<file path="src/rtl/uart_rx.sv">
// uart_rx: oversampling 8N1 receiver; byte out one clk after the mid-stop-bit tick, no backpressure.
// Optional even-parity bit between data and stop when UART_RX_PARITY_EN is defined.
module uart_rx #(
  parameter int OVERSAMPLE = 16
) (
  input  logic       i_clk,
  input  logic       i_rst,
  input  logic       i_tick,
  input  logic       i_rx,
  output logic [7:0] o_data_out,
  output logic       o_valid,
  output logic       o_frame_err,
  output logic       o_parity_err,
  output logic       o_busy
);

  localparam int CW = $clog2(OVERSAMPLE);
  localparam logic [CW-1:0] CNT_MID = CW'(OVERSAMPLE / 2 - 1);
  localparam logic [CW-1:0] CNT_END = CW'(OVERSAMPLE - 1);

  typedef enum logic [2:0] {
`ifdef UART_RX_PARITY_EN
    S_PARITY = 3'd4,
`endif
    S_IDLE   = 3'd0,
    S_START  = 3'd1,
    S_DATA   = 3'd2,
    S_STOP   = 3'd3
  } state_t;

  state_t        r_state;
  state_t        w_next;
  logic          r_rx_meta;
  logic          r_rx_s;
  logic [CW-1:0] r_cnt;
  logic [2:0]    r_idx;
  logic [7:0]    r_shift;
  logic          r_armed;
  logic [7:0]    r_data_out;
  logic          r_valid;
  logic          r_frame_err;
  logic          w_mid;
  logic          w_end;
  logic          w_cnt_clr;
  logic          w_cnt_inc;
  logic          w_shift;
  logic          w_deliver;
  logic          w_busy;

  assign w_mid = (r_cnt == CNT_MID);
  assign w_end = (r_cnt == CNT_END);

  // The line is asynchronous; idle-high reset value keeps a reset from looking like a start edge.
  always_ff @(posedge i_clk) begin
    if (i_rst) begin
      r_rx_meta <= 1'b1;
      r_rx_s    <= 1'b1;
    end else begin
      r_rx_meta <= i_rx;
      r_rx_s    <= r_rx_meta;
    end
  end

  always_ff @(posedge i_clk) begin
    if (i_rst) r_state <= S_IDLE;
    else       r_state <= w_next;
  end

  always_comb begin
    w_next = r_state;
    case (r_state)
      S_IDLE:  if (i_tick && !r_rx_s && r_armed) w_next = S_START;
      S_START: if (i_tick && w_mid) w_next = r_rx_s ? S_IDLE : S_DATA;
      S_DATA: begin
        if (i_tick && w_end && (r_idx == 3'd7)) begin
`ifdef UART_RX_PARITY_EN
          w_next = S_PARITY;
`else
          w_next = S_STOP;
`endif
        end
      end
`ifdef UART_RX_PARITY_EN
      S_PARITY: if (i_tick && w_end) w_next = S_STOP;
`endif
      S_STOP:  if (i_tick && w_end) w_next = S_IDLE;
      default: w_next = S_IDLE;
    endcase
  end

  always_comb begin
    w_busy    = (r_state != S_IDLE);
    w_cnt_clr = 1'b0;
    w_shift   = 1'b0;
    w_deliver = 1'b0;
    case (r_state)
      S_IDLE:  w_cnt_clr = i_tick;
      S_START: w_cnt_clr = i_tick && w_mid;
      S_DATA: begin
        w_cnt_clr = i_tick && w_end;
        w_shift   = i_tick && w_end;
      end
`ifdef UART_RX_PARITY_EN
      S_PARITY: w_cnt_clr = i_tick && w_end;
`endif
      S_STOP: begin
        w_cnt_clr = i_tick && w_end;
        w_deliver = i_tick && w_end;
      end
      default: w_cnt_clr = 1'b1;
    endcase
    w_cnt_inc = i_tick && !w_cnt_clr && w_busy;
  end

  always_ff @(posedge i_clk) begin
    if (i_rst) begin
      r_cnt <= '0;
    end else if (w_cnt_clr) begin
      r_cnt <= '0;
    end else if (w_cnt_inc) begin
      r_cnt <= r_cnt + 1'b1;
    end
  end

  always_ff @(posedge i_clk) begin
    if (i_rst) begin
      r_idx   <= 3'd0;
      r_shift <= 8'h00;
    end else if (r_state == S_IDLE) begin
      r_idx   <= 3'd0;
    end else if (w_shift) begin
      r_idx   <= r_idx + 3'd1;
      r_shift <= {r_rx_s, r_shift[7:1]};
    end
  end

  // A low stop bit disarms start detection until the line is seen high, so a break yields one frame.
  always_ff @(posedge i_clk) begin
    if (i_rst) begin
      r_armed <= 1'b1;
    end else if (w_deliver) begin
      r_armed <= r_rx_s;
    end else if ((r_state == S_IDLE) && i_tick && r_rx_s) begin
      r_armed <= 1'b1;
    end
  end

  always_ff @(posedge i_clk) begin
    if (i_rst) begin
      r_data_out  <= 8'h00;
      r_valid     <= 1'b0;
      r_frame_err <= 1'b0;
    end else begin
      r_valid     <= w_deliver;
      r_frame_err <= w_deliver && !r_rx_s;
      if (w_deliver) r_data_out <= r_shift;
    end
  end

`ifdef UART_RX_PARITY_EN
  logic r_par_bit;
  logic r_parity_err;

  always_ff @(posedge i_clk) begin
    if (i_rst) begin
      r_par_bit    <= 1'b0;
      r_parity_err <= 1'b0;
    end else begin
      if ((r_state == S_PARITY) && i_tick && w_end) r_par_bit <= r_rx_s;
      r_parity_err <= w_deliver && (^{r_shift, r_par_bit});
    end
  end

  assign o_parity_err = r_parity_err;
`else
  assign o_parity_err = 1'b0;
`endif

  assign o_data_out  = r_data_out;
  assign o_valid     = r_valid;
  assign o_frame_err = r_frame_err;
  assign o_busy      = w_busy;

endmodule

</file>
<file path="config.mk">
export PLATFORM = sky130hd
export DESIGN_NAME = uart_rx
export DESIGN_NICKNAME = d
export VERILOG_FILES = /design/src/rtl/uart_rx.sv
export SDC_FILE = /design/constraint.sdc
export NUM_CORES = 1
export LEC_CHECK = 0
export CORE_MARGIN = 2
export CORE_UTILIZATION = 45
export DETAILED_ROUTE_END_ITERATION = 6
export GPL_ROUTABILITY_DRIVEN = 0
export PLACE_DENSITY = 0.67
export SYNTH_ARGS = -nofsm -noshare
export SYNTH_HDL_FRONTEND = slang
export SYNTH_SLANG_ARGS = --single-unit
</file>
<file path="constraint.sdc">
create_clock -name i_clk -period 1.7 [get_ports i_clk]
set_input_delay 0.34 -clock i_clk [delete_from_list [all_inputs] [get_ports i_clk]]
set_output_delay 0.34 -clock i_clk [all_outputs]
set_load 0.05 [all_outputs]
</file>
==> run summary <==
Dividing the final minimum period by the clock period gives 94.3%. The count of maximum capacitance violations is 0. Across the VDD grid, the largest voltage drop is 0.820 mV. The count of cell types in the netlist was 32. The synthesis-stage register bit count was 30; the number of clock sinks seen by CTS was 30. Cell accounting for the most synthesized area: sky130_fd_sc_hd__dfxtp_1.

The leading cell type by number of instances after synthesis is sky130_fd_sc_hd__dfxtp_1. Summing all non-filler instances in the final layout gives an area of 0.00151 mm². The share of the synthesized area in the top cell type was 48.5%. Sequential cells burn 54.4% of the power.

The combinational power share is 3.5%, and the clock latency on the worst-skew pair is 0.33 ns. The H-tree was split into 2 levels. Setup repair after global routing left no endpoint under its margin. Net switching is 20.6% of the power. The placement-stage cell area came out at 0.00142 mm². In this run the standard cell core region covers 0.00269 mm². The worst hold slack after final layout was 0.418 ns.

Area growth from synthesis to layout: 21.5%. For this run, the number of Yosys warnings is 0. Setup violations remaining at the end of the flow were counted as 0.

The hold buffer count at CTS came out at 0. The detailed-route vias per instance was 5.24; the remaining antenna violation count after routing was 0. In this run the static leakage power is 0.000550 µW.

The CTS clock-pin slew for the worst setup and hold paths works out to 0.09 ns. The run gives 0 as the final max-slew violation count. The share of the synthesized area in compound gates (AO/OA/AOI/OAI) is 7.68%, and the non-filler instance count after layout is 178. Clock skew on the completed layout was measured at 0.00766 ns. After the last flow step, the layout net total stands at 153. The number of cells on the worst hold path came out at 1. The slowest library cell on the worst path is sky130_fd_sc_hd__dfxtp_1. The die covers 0.00319 mm².

In the routed design, unresolved DRC markers number 0. For this design the total switching power over the nets is 269 µW. Global routing used 16.1% of the available tracks across all layers. The cell sitting at the root of the clock tree is a sky130_fd_sc_hd__clkbuf_4.

In this run the cell area of the synthesized design comes to 0.00124 mm². The first element of the critical path was r_state[1]. The first detailed-routing pass ran for 4 iterations.

The required time of the worst setup path was 1.36 ns; the power density of the placed cells was 867 mW/mm². The worst register-to-register path ends at r_idx[1]. Critical path launch point type: a flip-flop. The run finished with clean final reports.

After detailed routing, the average wire length per cell comes to 12.6 µm. For the number of cell rows, the log shows 19. Die boundary height: 56.5 µm.

The xor-xnor portion of the synthesized cell area came out at 2.83%. The largest net degree at the start of global routing was 17; the relative contribution of the clock network to total power was 42.1%. After Yosys synthesis, full adders, half adders and majority gates account for 3.03% of the synthesized area. The arrival time at the worst endpoint is 1.26 ns. Cells with a size suffix above 1 make up 23.1% of the layout. The critical path in this run is classified as reg2out.

After Yosys synthesis, and, or, nand and nor cells account for 18.0% of the synthesized area. The worst-case clock buffer depth came out at 2. TritonCTS built the clock tree. Timing would allow up to 624 MHz.

The clock period could shrink to 1.60 ns. For this run, the slowest stage of the critical path takes 0.56 ns. STA classifies the critical path endpoint as a primary output. The tools report the start of the worst register-to-register path as r_cnt[0]. The logs give 2.23 mm for the total wire length and 0 for the number of antenna violations at the first check in global routing. The startpoint identified for the worst hold timing path is r_rx_meta. The number of cells in the design after placement is 170. The run gives 1040 µW as the internal portion of total power. For this design the top-level I/O count stands at 16.

Detailed routing inserted a total of 932 vias. Once the floorplan was initialized, standard cells occupied 46.1% of the core. For this run, asynchronously set or reset flops after synthesis account for 0%.

The path class of the tightest hold or removal check is reg2reg. The commonest cells after synthesis are 30 x sky130_fd_sc_hd__dfxtp_1, 22 x sky130_fd_sc_hd__nor2_1, 19 x sky130_fd_sc_hd__mux2i_1. By area the synthesized netlist is led by sky130_fd_sc_hd__dfxtp_1 48%, sky130_fd_sc_hd__mux2i_1 15%, sky130_fd_sc_hd__nor2_1 6.7%. The multiplexer fraction of the synthesized cell area works out to 15.4%.

For the setup slack on the worst flop-to-flop path, the log shows 0.18 ns. The synthesized netlist net count is 129. The tools report the final count of hold timing violations as 0. Detailed placement ended at an HPWL of 1.60 mm.

Grouping stages by cell kind, the critical path spends the most delay in flip-flops. The first routing iteration left 24 violations. The via count of the first global-routing pass was 874. The number of buffers and inverters on the critical path is 2. The first-pass GRT wire length was 3.91 mm; the count of input and output buffers was 14. A synthesized cell averages 10.2 µm². For hold timing, the worst endpoint is r_rx_s. The number of antenna cells inserted was 0; the x dimension of the die was 56.5 µm. The most used flip-flop cell after synthesis is sky130_fd_sc_hd__dfxtp_1. Synthesis produced a netlist whose cell count is 122. The worst register-to-register path has a depth of 6. The peak fanout along the critical path works out to 7.

The largest family of logic cells by synthesized area was simple AND/OR/NAND/NOR gates. Clock tree synthesis inserted a total of 5 buffers. After filler insertion, the fill cell instance count of the layout stands at 249.

For this run the aggregate overflow at the end of global routing stands at 0. Walking the worst path, the cells encountered are nor2_4 > inv_1 > buf_4. The proportion of synthesized chip area in sequential cells came out at 48.5%.

In this run, synthesis inferred 0 flip-flops with an integrated enable.
==> worst max path at each step <==
| stage | slack [ns] | cells past startpoint | to |
|---|---|---|---|
| after floorplan | 0.28 | 5 | r_armed |
| after global placement | -0.05 | 6 | r_idx[2] |
| after detailed placement | -0.15 | 6 | r_idx[1] |
| after CTS | 0.009 | 3 | o_busy |
| after global routing | 0.02 | 3 | o_busy |
| final | 0.1 | 3 | o_busy |
==> placed cells by master, fill, tap and decap left out <==
master                             n
sky130_fd_sc_hd__nor2_1           21
sky130_fd_sc_hd__nor3_4            1
sky130_fd_sc_hd__or2_2             2
sky130_fd_sc_hd__nand3_4           1
sky130_fd_sc_hd__nand3_2           1
sky130_fd_sc_hd__or3_1             1
sky130_fd_sc_hd__nand2_1           2
sky130_fd_sc_hd__nor3_1            3
sky130_fd_sc_hd__buf_4            20
sky130_fd_sc_hd__bufinv_16         1
sky130_fd_sc_hd__nand3b_1          1
sky130_fd_sc_hd__inv_2             1
sky130_fd_sc_hd__inv_1             4
sky130_fd_sc_hd__mux2i_1          19
sky130_fd_sc_hd__and2_1            2
sky130_fd_sc_hd__a211oi_1          4
sky130_fd_sc_hd__a21o_1            1
sky130_fd_sc_hd__ha_1              3
sky130_fd_sc_hd__dfxtp_1          30
sky130_fd_sc_hd__o21ai_0           3
sky130_fd_sc_hd__clkdlybuf4s50_1   3
sky130_fd_sc_hd__o21a_1            1
sky130_fd_sc_hd__xnor2_1           4
sky130_fd_sc_hd__a311o_1           1
sky130_fd_sc_hd__nor2_4            2
sky130_fd_sc_hd__clkbuf_1          2
sky130_fd_sc_hd__a221o_1           1
sky130_fd_sc_hd__a21oi_1           3
sky130_fd_sc_hd__nor4b_1           1
sky130_fd_sc_hd__nand4_1           1
sky130_fd_sc_hd__and4_1            1
sky130_fd_sc_hd__conb_1            1
sky130_fd_sc_hd__clkbuf_4          5
==> logic make-up after synthesis <==
family	after synthesis
AO/OA/AOI/OAI	14
XOR/XNOR	4
adder cells (fa/ha/maj)	3
buffers and inverters	11
flip-flops	30
multiplexers	19
other	1
AND/OR/NAND/NOR	40
==> timing repair <==
| item | 4_1_cts | 5_1_grt |
|---|---|---|
| resized for setup | 1 | 1 |
| setup buffers | 0 | 0 |
| setup endpoints to repair | 1 | 1 |
| pin swaps | 0 | 0 |
==> stage by stage <==
stage               worst slack, ns  utilization [%]  total power [µW]  setup TNS, ns
floorplan                     0.284                -               753              0
global placement            -0.0509             53.0               770         -0.322
detailed placement           -0.149             53.0               771          -1.25
CTS                         0.00874             55.8              1320              0
global route                 0.0241             56.0              1360              0
finish                       0.0972             56.0              1300              0
==> registers in the layout, indices dropped and copies added, names as in the netlist <==
name,count
o_frame_err,1
r_shift,8
o_valid,1
r_state,2
r_idx,3
r_cnt,4
o_data_out,8
r_rx_meta,1
r_armed,1
r_rx_s,1
==> final cells by class <==
class / instances / area, µm² / share of cell area [%]
sequential: 30 / 601 / 39.9
multi-input combinational: 81 / 592 / 39.3
timing repair buffer: 23 / 180 / 12.0
clock buffer: 7 / 45.0 / 2.99
tap: 31 / 38.8 / 2.58
clock inverter: 1 / 30.0 / 2.00
inverter: 5 / 18.8 / 1.25
==> power by group through the flow <==
stage                     Combinational [µW]  Clock [µW]  Sequential, µW
after floorplan                         28.4           0             724
after global placement                  44.8           0             725
after detailed placement                45.4           0             725
after CTS                               45.8         570             709
after global routing                    50.0         601             710
final                                   46.2         549             709
==> routing by layer <==
layer  vias up  share of wire (%)  track usage [%]  wire [µm]
met2        21                 46             23.9       1020
met1       439                 48             20.0       1060
met3         4                5.4             5.30        120
met5         -                  0                0          0
met4         0                1.2             10.2         26
li1        468                  -                -          -
No activity file was read; power rests on OpenSTA's default activity.
